**src/rtl/muldiv_unit_if.sv**
```systemverilog
// Issue/result handshake bundle for the iterative multiply/divide unit.
// The pipeline side is the master; the execution unit is the slave.
interface muldiv_unit_if #(
    parameter int XLEN = 32
);
    logic            in_valid;
    logic            in_ready;
    logic [2:0]      op;
    logic [XLEN-1:0] operand_a;
    logic [XLEN-1:0] operand_b;
    logic [4:0]      rd_addr;
    logic            flush;
    logic            out_valid;
    logic            out_ready;
    logic [XLEN-1:0] result;
    logic [4:0]      out_rd_addr;
    logic            busy;

    modport master (
        output in_valid, op, operand_a, operand_b, rd_addr,
        output flush, out_ready,
        input  in_ready, out_valid, result, out_rd_addr, busy
    );

    modport slave (
        input  in_valid, op, operand_a, operand_b, rd_addr,
        input  flush, out_ready,
        output in_ready, out_valid, result, out_rd_addr, busy
    );
endinterface

```
**src/rtl/muldiv_unit.sv**
```systemverilog
// RV32M iterative multiply/divide unit: one bit per cycle on magnitudes,
// sign fix-up in a final cycle, result held until writeback takes it.
module muldiv_unit #(
    parameter int XLEN      = 32,
    parameter bit EARLY_OUT = 1'b1
) (
    input logic            clk,
    input logic            reset_n,
    muldiv_unit_if.slave   bus
);
    localparam int CNT_W = $clog2(XLEN);
    localparam logic [XLEN-1:0] MIN_NEG = {1'b1, {(XLEN-1){1'b0}}};

    typedef enum logic [1:0] {IDLE, CALC, FIX, DONE} state_t;

    state_t              r_state;
    logic [CNT_W-1:0]    r_cnt;
    logic [2:0]          r_op;
    logic                r_sa;
    logic                r_sb;
    logic [2*XLEN-1:0]   r_acc;
    logic [XLEN-1:0]     r_opnd;
    logic                r_special;
    logic [XLEN-1:0]     r_spec_res;
    logic [4:0]          r_rd;
    logic [XLEN-1:0]     r_result;
    logic [4:0]          r_out_rd;
    logic                r_out_valid;

    logic                w_a_sgn_op;
    logic                w_b_sgn_op;
    logic                w_sa;
    logic                w_sb;
    logic                w_b_zero;
    logic                w_ovf;
    logic                w_special;
    logic [XLEN-1:0]     w_abs_a;
    logic [XLEN-1:0]     w_abs_b;
    logic [XLEN-1:0]     w_spec_res;

    logic [XLEN-1:0]     w_hi;
    logic [XLEN-1:0]     w_lo;
    logic [XLEN:0]       w_sum;
    logic [XLEN:0]       w_rsh;
    logic                w_ge;
    logic [XLEN-1:0]     w_dif;
    logic [XLEN-1:0]     w_rem_nx;
    logic [2*XLEN-1:0]   w_mul_nx;
    logic [2*XLEN-1:0]   w_div_nx;

    logic [2*XLEN-1:0]   w_prod;
    logic [XLEN-1:0]     w_quo;
    logic [XLEN-1:0]     w_rem;
    logic [XLEN-1:0]     w_fix_res;

    // Operand decode: which operands are signed and the RISC-V special cases
    assign w_a_sgn_op = (bus.op == 3'd1) || (bus.op == 3'd2) ||
                        (bus.op == 3'd4) || (bus.op == 3'd6);
    assign w_b_sgn_op = (bus.op == 3'd1) || (bus.op == 3'd4) ||
                        (bus.op == 3'd6);
    assign w_sa       = w_a_sgn_op && bus.operand_a[XLEN-1];
    assign w_sb       = w_b_sgn_op && bus.operand_b[XLEN-1];
    assign w_abs_a    = w_sa ? -bus.operand_a : bus.operand_a;
    assign w_abs_b    = w_sb ? -bus.operand_b : bus.operand_b;
    assign w_b_zero   = (bus.operand_b == '0);
    assign w_ovf      = ((bus.op == 3'd4) || (bus.op == 3'd6)) &&
                        (bus.operand_a == MIN_NEG) &&
                        (bus.operand_b == '1);
    assign w_special  = bus.op[2] && (w_b_zero || w_ovf);
    assign w_spec_res = w_b_zero ? (bus.op[1] ? bus.operand_a : '1)
                                 : (bus.op[1] ? '0 : bus.operand_a);

    // One iteration step: shift-add multiply / restoring divide
    assign w_hi     = r_acc[2*XLEN-1:XLEN];
    assign w_lo     = r_acc[XLEN-1:0];
    assign w_sum    = {1'b0, w_hi} + (w_lo[0] ? {1'b0, r_opnd} : '0);
    assign w_mul_nx = {w_sum, w_lo[XLEN-1:1]};
    assign w_rsh    = {w_hi, w_lo[XLEN-1]};
    assign w_ge     = (w_rsh >= {1'b0, r_opnd});
    assign w_dif    = w_rsh[XLEN-1:0] - r_opnd;
    assign w_rem_nx = w_ge ? w_dif : w_rsh[XLEN-1:0];
    assign w_div_nx = {w_rem_nx, w_lo[XLEN-2:0], w_ge};

    // Sign correction and half selection applied in FIX
    assign w_prod    = (r_sa ^ r_sb) ? -r_acc : r_acc;
    assign w_quo     = (r_sa ^ r_sb) ? -w_lo : w_lo;
    assign w_rem     = r_sa ? -w_hi : w_hi;
    assign w_fix_res = r_special ? r_spec_res :
                       r_op[2]   ? (r_op[1] ? w_rem : w_quo) :
                       (r_op == 3'd0) ? w_prod[XLEN-1:0]
                                      : w_prod[2*XLEN-1:XLEN];

    // Control FSM with registered datapath and result outputs
    always_ff @(posedge clk or negedge reset_n) begin
        if (!reset_n) begin
            r_state     <= IDLE;
            r_cnt       <= '0;
            r_op        <= '0;
            r_sa        <= 1'b0;
            r_sb        <= 1'b0;
            r_acc       <= '0;
            r_opnd      <= '0;
            r_special   <= 1'b0;
            r_spec_res  <= '0;
            r_rd        <= '0;
            r_result    <= '0;
            r_out_rd    <= '0;
            r_out_valid <= 1'b0;
        end else if (bus.flush) begin
            r_state     <= IDLE;
            r_out_valid <= 1'b0;
        end else begin
            unique case (r_state)
                IDLE: begin
                    if (bus.in_valid) begin
                        r_op       <= bus.op;
                        r_sa       <= w_sa;
                        r_sb       <= w_sb;
                        r_rd       <= bus.rd_addr;
                        r_special  <= w_special;
                        r_spec_res <= w_spec_res;
                        r_cnt      <= CNT_W'(XLEN - 1);
                        if (bus.op[2]) begin
                            r_acc  <= {{XLEN{1'b0}}, w_abs_a};
                            r_opnd <= w_abs_b;
                        end else begin
                            r_acc  <= {{XLEN{1'b0}}, w_abs_b};
                            r_opnd <= w_abs_a;
                        end
                        r_state <= (EARLY_OUT && w_special) ? FIX : CALC;
                    end
                end
                CALC: begin
                    r_acc <= r_op[2] ? w_div_nx : w_mul_nx;
                    if (r_cnt == '0) begin
                        r_state <= FIX;
                    end else begin
                        r_cnt <= r_cnt - CNT_W'(1);
                    end
                end
                FIX: begin
                    r_result    <= w_fix_res;
                    r_out_rd    <= r_rd;
                    r_out_valid <= 1'b1;
                    r_state     <= DONE;
                end
                DONE: begin
                    if (bus.out_ready) begin
                        r_out_valid <= 1'b0;
                        r_state     <= IDLE;
                    end
                end
            endcase
        end
    end

    assign bus.in_ready    = (r_state == IDLE) && reset_n;
    assign bus.busy        = (r_state != IDLE);
    assign bus.out_valid   = r_out_valid;
    assign bus.result      = r_result;
    assign bus.out_rd_addr = r_out_rd;
endmodule
```
**src/flat_wrapper.sv**
```systemverilog
// flat-port wrapper written by rule: the top's interface ports become plain ports
module muldiv_unit_flat 
#(
    parameter int XLEN      = 32,
    parameter bit EARLY_OUT = 1'b1
)
  (clk, reset_n, bus_in_valid, bus_op, bus_operand_a, bus_operand_b, bus_rd_addr, bus_flush, bus_out_ready, bus_in_ready, bus_out_valid, bus_result, bus_out_rd_addr, bus_busy);
  muldiv_unit_if #(.XLEN(XLEN)) bus_i ();
  input logic clk;
  input logic reset_n;
  input wire logic [$bits(bus_i.in_valid)-1:0] bus_in_valid;
  input wire logic [$bits(bus_i.op)-1:0] bus_op;
  input wire logic [$bits(bus_i.operand_a)-1:0] bus_operand_a;
  input wire logic [$bits(bus_i.operand_b)-1:0] bus_operand_b;
  input wire logic [$bits(bus_i.rd_addr)-1:0] bus_rd_addr;
  input wire logic [$bits(bus_i.flush)-1:0] bus_flush;
  input wire logic [$bits(bus_i.out_ready)-1:0] bus_out_ready;
  output wire logic [$bits(bus_i.in_ready)-1:0] bus_in_ready;
  output wire logic [$bits(bus_i.out_valid)-1:0] bus_out_valid;
  output wire logic [$bits(bus_i.result)-1:0] bus_result;
  output wire logic [$bits(bus_i.out_rd_addr)-1:0] bus_out_rd_addr;
  output wire logic [$bits(bus_i.busy)-1:0] bus_busy;
  assign bus_i.in_valid = bus_in_valid;
  assign bus_i.op = bus_op;
  assign bus_i.operand_a = bus_operand_a;
  assign bus_i.operand_b = bus_operand_b;
  assign bus_i.rd_addr = bus_rd_addr;
  assign bus_i.flush = bus_flush;
  assign bus_i.out_ready = bus_out_ready;
  assign bus_in_ready = bus_i.in_ready;
  assign bus_out_valid = bus_i.out_valid;
  assign bus_result = bus_i.result;
  assign bus_out_rd_addr = bus_i.out_rd_addr;
  assign bus_busy = bus_i.busy;
  muldiv_unit #(.XLEN(XLEN), .EARLY_OUT(EARLY_OUT)) u_core (.clk(clk), .reset_n(reset_n), .bus(bus_i));
endmodule
```
**config.mk**
```make
export PLATFORM = sky130hd
export DESIGN_NAME = muldiv_unit_flat
export DESIGN_NICKNAME = d
export VERILOG_FILES = /design/src/rtl/muldiv_unit_if.sv /design/src/rtl/muldiv_unit.sv /design/src/flat_wrapper.sv
export SDC_FILE = /design/constraint.sdc
export NUM_CORES = 1
export LEC_CHECK = 0
export ABC_CLOCK_PERIOD_IN_PS = 8600
export BUFFER_PORTS_ARGS = -buffer_cell sky130_fd_sc_hd__buf_2
export CAP_MARGIN = 5
export CORE_UTILIZATION = 60
export CTS_BUF_LIST = sky130_fd_sc_hd__clkbuf_2 sky130_fd_sc_hd__clkbuf_4 sky130_fd_sc_hd__clkbuf_8
export DETAILED_ROUTE_END_ITERATION = 7
export GPL_ROUTABILITY_DRIVEN = 1
export PLACE_DENSITY = 0.79
export SYNTH_ARGS = -nofsm -noshare
export SYNTH_HDL_FRONTEND = slang
export SYNTH_SLANG_ARGS = --single-unit
```
**constraint.sdc**
```tcl
create_clock -name clk -period 8.6 [get_ports clk]
set_input_delay 1.72 -clock clk [delete_from_list [all_inputs] [get_ports clk]]
set_output_delay 1.72 -clock clk [all_outputs]
set_load 0.005 [all_outputs]
```
Word level (Yosys, flattened, before mapping) --
Index checks and enable logic that the tools add are counted.
Word-level totals: register bits after elaboration 184, input port bits 77, output and inout port bits 40, word-level logic and storage cells 95
Cells by class: add/subtract/negate cells 8, magnitude comparators 1, equal/unequal tests 14, muxes and demuxes 31, bitwise logic cells 2, reduce and logical (&&, ||, !) cells 26
Operator list (count):
- $mux 32 | 15
- $mux 64 | 3
- $neg 32->32 | 4
- $pmux 64 s2 | 1
- $eq 32x32->1 const B | 2
- $neg 64->64 | 1
- $add 32x33->33 | 1
- $ge 33x32->1 | 1
- $logic_not 32->1 | 1
- $sub 32x32->32 | 1
- $mux 2 | 5
- $mux 5 | 2
- $pmux 5 s2 | 1
- $reduce_and 3->1 | 3
- $pmux 2 s4 | 1
- $logic_or 1x1->1 | 7
- $eq 3x3->1 const B | 2
- $logic_and 1x1->1 | 6
- $ne 3x3->1 const B | 2
- $logic_not 5->1 | 1
- $sub 5x1->5 const B | 1
- $eq 2x2->1 const B | 2
- $ne 2x2->1 const B | 2
- $reduce_and 2->1 | 2
- other kinds (13) | 15

Depth between registers and ports, before layout --
word-level depth 10, depth in mapped cells 14, mapped depth without buffers 13

Least setup slack after synthesis --
OpenSTA, ideal clock, no wires.
path type in2reg, start point input bus_operand_a[6], end point register u_core.r_opnd[27], setup time 0.116 ns, arrival 3.959 ns, data required time 8.484 ns, path slack 4.525 ns, stages on the path 8, buffers on the path 0, cells stage by stage or4_1 > or3_1 > or3_4 > nor3b_2 > and2_1 > a21oi_1 > xnor2_1 > o311ai_0
On the way: longest elaborated chain between the ends 3
RTL lines:
- start, declared | RTL line flat_wrapper.sv:13 | input wire logic [$bits(bus_i.operand_a)-1:0] bus_operand_a;
- $neg 32->32 | RTL line muldiv_unit.sv:63 | assign w_abs_a = w_sa ? -bus.operand_a : bus.operand_a;
- $mux 32 | RTL line muldiv_unit.sv:63
- $mux 32 | RTL line muldiv_unit.sv:123 | if (bus.op[2]) begin
- end signal, assigned | RTL line muldiv_unit.sv:125 | r_opnd <= w_abs_b;
- end signal, assigned | RTL line muldiv_unit.sv:128 | r_opnd <= w_abs_a;
- end, declared | RTL line muldiv_unit.sv:22 | logic [XLEN-1:0] r_opnd;
No other way between the ends. A chain may end at the register's enable or synchronous reset.

Worst setup path after layout --
start point input bus_op[2], end point register u_core.r_acc[3]
On the way: longest elaborated chain between the ends 9, elaborated cells between the ends (all ways) 16, those cells by class 4 x eq/ne; 5 x mux; 7 x reduce/logical
RTL lines:
- start, declared | RTL line flat_wrapper.sv:12 | input wire logic [$bits(bus_i.op)-1:0] bus_op;
- $eq 3x1->1 / $eq 3x2->1 (equally long branches) | RTL line muldiv_unit.sv:57, muldiv_unit.sv:59
- $logic_or 1x1->1 (2 in a row) | RTL line muldiv_unit.sv:57 | assign w_a_sgn_op = (bus.op == 3'd1) || (bus.op == 3'd2) ||
- $logic_or 1x1->1 | RTL line muldiv_unit.sv:58 | (bus.op == 3'd4) || (bus.op == 3'd6);
- $logic_and 1x1->1 | RTL line muldiv_unit.sv:61 | assign w_sa = w_a_sgn_op && bus.operand_a[XLEN-1];
- $mux 32 | RTL line muldiv_unit.sv:63
- $mux 32 (*) | RTL line muldiv_unit.sv:123
- $mux 64 (*) | RTL line muldiv_unit.sv:115 | if (bus.in_valid) begin
- $pmux 64 s2 (*) | RTL line muldiv_unit.sv:113 | unique case (r_state)
- end signal, assigned | RTL line muldiv_unit.sv:124 | r_acc <= {{XLEN{1'b0}}, w_abs_a};
- end signal, assigned | RTL line muldiv_unit.sv:127 | r_acc <= {{XLEN{1'b0}}, w_abs_b};
- end signal, assigned | RTL line muldiv_unit.sv:134 | r_acc <= r_op[2] ? w_div_nx : w_mul_nx;
- end, declared | RTL line muldiv_unit.sv:21 | logic [2*XLEN-1:0] r_acc;
Every way passes the cells marked *; elsewhere a longest branch is shown, timed or not. The select of a mux whose other input is x is not followed.

==> results.sh <==
export IMPL_maxCapViolations=0
export IMPL_wl_mm=60.80
export IMPL_die_h_um=170.6
export IMPL_synth_area_per_cell_um2=7.421
export IMPL_holdBufCountCts=0
export IMPL_path_cells="buf_2 > buf_4 > mux2i_1 > nor2b_1 > o21ai_0 > xnor2_1 > nor2_1 > a211oi_1 > a21oi_1 > a21oi_1"
export IMPL_clk_pin_slew_ns=0.11
export IMPL_final_cell_mix="nand2_1, o21ai_0, nor2_1"
export IMPL_r2r_start="u_core.r_acc[0]"
export IMPL_cts_made_buffers=17
export IMPL_vias=17800
export IMPL_final_common_cell="nand2_1"
export IMPL_start_util=0.6124
export IMPL_worst_pin_slew_ns=1.273
export IMPL_syn_to_final_growth_pct=6.395
export IMPL_post_cts_buffers=0
export IMPL_cp_end_kind="register"
export IMPL_gr_total_overflow=0
export IMPL_fin_crit_sh=0.5208
export IMPL_synth_flop_cell="dfrtp_1"
export IMPL_holdPathStages=2
export IMPL_final_area_um2=18150
export IMPL_clock_fmax_mhz=223.3
export IMPL_place_ws_ns=3.658
export IMPL_start_kind="input port"
export IMPL_fin_ws_ns=4.121
export IMPL_regArea_um2=4606
export IMPL_fillCellCount=2491
export IMPL_clockBufferDepth=2
export IMPL_leakage_uw=0.007917
export IMPL_r2r_setup_slack_ns=4.35
export IMPL_dp_hpwl_mm=46.14
export IMPL_r2r_end="u_core.r_acc[63]"
export IMPL_period_minus_slack_ns=4.479
export IMPL_placed_cell_area_um2=17780
export IMPL_clock_sinks=184
export IMPL_synthDistinctLibCells=87
export IMPL_outcome="finished clean"
export IMPL_ys_seq_area_frac=0.2699
export IMPL_holdWs_ns=0.4733
export IMPL_ant_nets=0
export IMPL_grt_antenna_before_repair=1
export IMPL_multi_input_area_um2=11610
export IMPL_io_buffer_count=116
export IMPL_required_ns=9.03
export IMPL_holdPathEnd="u_core.bus.out_rd_addr[4]"
export IMPL_grt_max_degree=104
export IMPL_hp_class="reg2reg"
export IMPL_synth_seq_cells=184
export IMPL_rsz0062_at_grt="no"
export IMPL_first_global_vias=16170
export IMPL_cp_max_fo=103
export IMPL_cts_resized=0
export IMPL_yosys_warnings=0
export IMPL_cp_slowest_cell="nor2b_1"
export IMPL_drive_above_1_share=0.1032
export IMPL_cts_root_buf="clkbuf_8"
export IMPL_worst_path_buf_inv=2
export IMPL_startpoint="bus_op[2]"
export IMPL_max_stage_delay_ns=1.03
export IMPL_grt_pass1_wl_mm=93.32
export IMPL_vias_per_cell=6.601
export IMPL_relSlewSlack=0.1496
export IMPL_clock_latency_ns=0.51
export IMPL_drt_initial_drc_count=2310
export IMPL_clock_skew_ns=0.02136
export IMPL_first_pass_iters=7
export IMPL_hold_viol=0
export IMPL_p_per_area_nw_per_um2=412.8
export IMPL_fin_tns_setup_ns=0
export IMPL_crit_arrival_ns=4.91
export IMPL_ir_drop_mv=0.3232
export IMPL_grt_use_total=0.4222
export IMPL_synth_enable_flop_cells=0
export IMPL_die_x_um=170.6
export IMPL_min_delay_start="u_core.r_rd[4]"
export IMPL_h_tree_depth=4
export IMPL_drcViolationCount=0
export IMPL_final_setup_viol_count=0
export IMPL_synth_area_um2=17060
export IMPL_cp_top_family="simple AND/OR/NAND/NOR gates"
export IMPL_postSynthCellCount=2299
export IMPL_place_congestion=1.025
export IMPL_cpMostUsedCell="a21oi_1"
export IMPL_core_area_um2=27860
export IMPL_path_class="in2reg"
export IMPL_die_area_um2=29110
export IMPL_finish_net_count=2457
export IMPL_rr_worst_depth=13
export IMPL_wire_per_inst_um=22.55
export IMPL_slew_viol_final=0
export IMPL_syn_nets=2453
export IMPL_fp_row_count=61
export IMPL_cts_tree="yes"
export IMPL_async_flop_share=1.000
export IMPL_pin_count=117
==> synthesized netlist by cell type, types with 19 or more instances <==
cell type	n	area, µm²
a211oi_1	24	180.2
a21o_1	27	202.7
a21oi_1	201	1006
clkbuf_1	142	533.0
dfrtp_1	184	4604
ha_1	75	938.4
inv_1	73	274.0
mux2_2	21	236.5
mux2i_1	38	380.4
nand2_1	333	1250
nand2b_1	21	131.4
nand3_1	62	310.3
nand4_1	24	150.1
nor2_1	205	769.5
nor3_1	58	290.3
nor4_1	19	118.9
o211ai_1	32	240.2
o21ai_0	250	1251
o31ai_1	23	172.7
or3_1	19	118.9
xnor2_1	114	998.5
xor2_1	84	735.7
==> sequential cells by signal (all words and copies together) (netlist names), 3 cells and up <==
signal                  cells
u_core.r_rd                 5
u_core.r_op                 3
u_core.r_acc               64
u_core.r_cnt                5
u_core.r_opnd              32
u_core.bus.out_rd_addr      5
u_core.r_spec_res          32
u_core.bus.result          32
==> logic make-up after synthesis <==
logic type	Yosys count	synth area share
muxes	59	0.03615
xor gates and xnor gates	198	0.1016
DFF	184	0.2699
AOI/OAI and AO/OA	705	0.2507
adders and majority gates	77	0.05735
buffers and inverters	235	0.05287
and+or+nand+nor	841	0.2314
==> per-layer routing <==
| metal | GRT usage | share of wire | vias up |
|---|---|---|---|
| li1 | - | - | 8201 |
| met1 | 0.5849 | 0.41 | 8303 |
| met2 | 0.6202 | 0.43 | 1086 |
| met3 | 0.08166 | 0.11 | 205 |
| met4 | 0.2237 | 0.060 | 0 |
| met5 | 0 | 0 | - |
==> worst register-to-register path: cells and delay by family (launching register included) <==
family	cells	cell delay (ns)
flip-flops	1	0.54
AND/OR/NAND/NOR	4	0.72
adder cells (fa/ha/maj)	1	0.34
AO/OA/AOI/OAI	6	2.08
buffers and inverters	2	0.48
==> how the worst max path moves through the flow <==
| stage | to | depth (start not counted) |
|---|---|---|
| 2_1_floorplan | u_core.r_opnd[27] | 8 |
| 3_3_place_gp | u_core.r_acc[3] | 10 |
| 3_5_place_dp | u_core.r_state[1] | 11 |
| 4_1_cts | u_core.r_acc[3] | 10 |
| 5_1_grt | u_core.r_acc[3] | 10 |
| 6_report | u_core.r_acc[3] | 10 |
==> metrics by stage <==
| step | util | cells | total power (µW) |
|---|---|---|---|
| after global routing | 0.6514 | 2694 | 8019 |
| after detailed placement | 0.6382 | 2662 | 6738 |
| after floorplan | - | 2299 | 5326 |
| after global placement | 0.6382 | 2662 | 6615 |
| final | 0.6516 | 2696 | 7493 |
| after CTS | 0.6514 | 2694 | 7336 |
==> final cells by class <==
type                       count  share of cell area
inverter                      74             0.01530
sequential                   184              0.2537
antenna                        2           0.0002757
multi-input combinational   1880              0.6395
clock buffer                  18             0.01330
timing repair buffer         146             0.04487
clock inverter                14            0.006962
tap                          378             0.02605
==> where the power goes <==
| group | internal [µW] | total [µW] | switching [µW] |
|---|---|---|---|
| combinational | 1950 | 5070 | 3120 |
| sequential | 1250 | 1830 | 585 |
| clock | 216 | 590 | 374 |
Note: power is estimated with default switching activity, not from simulation.
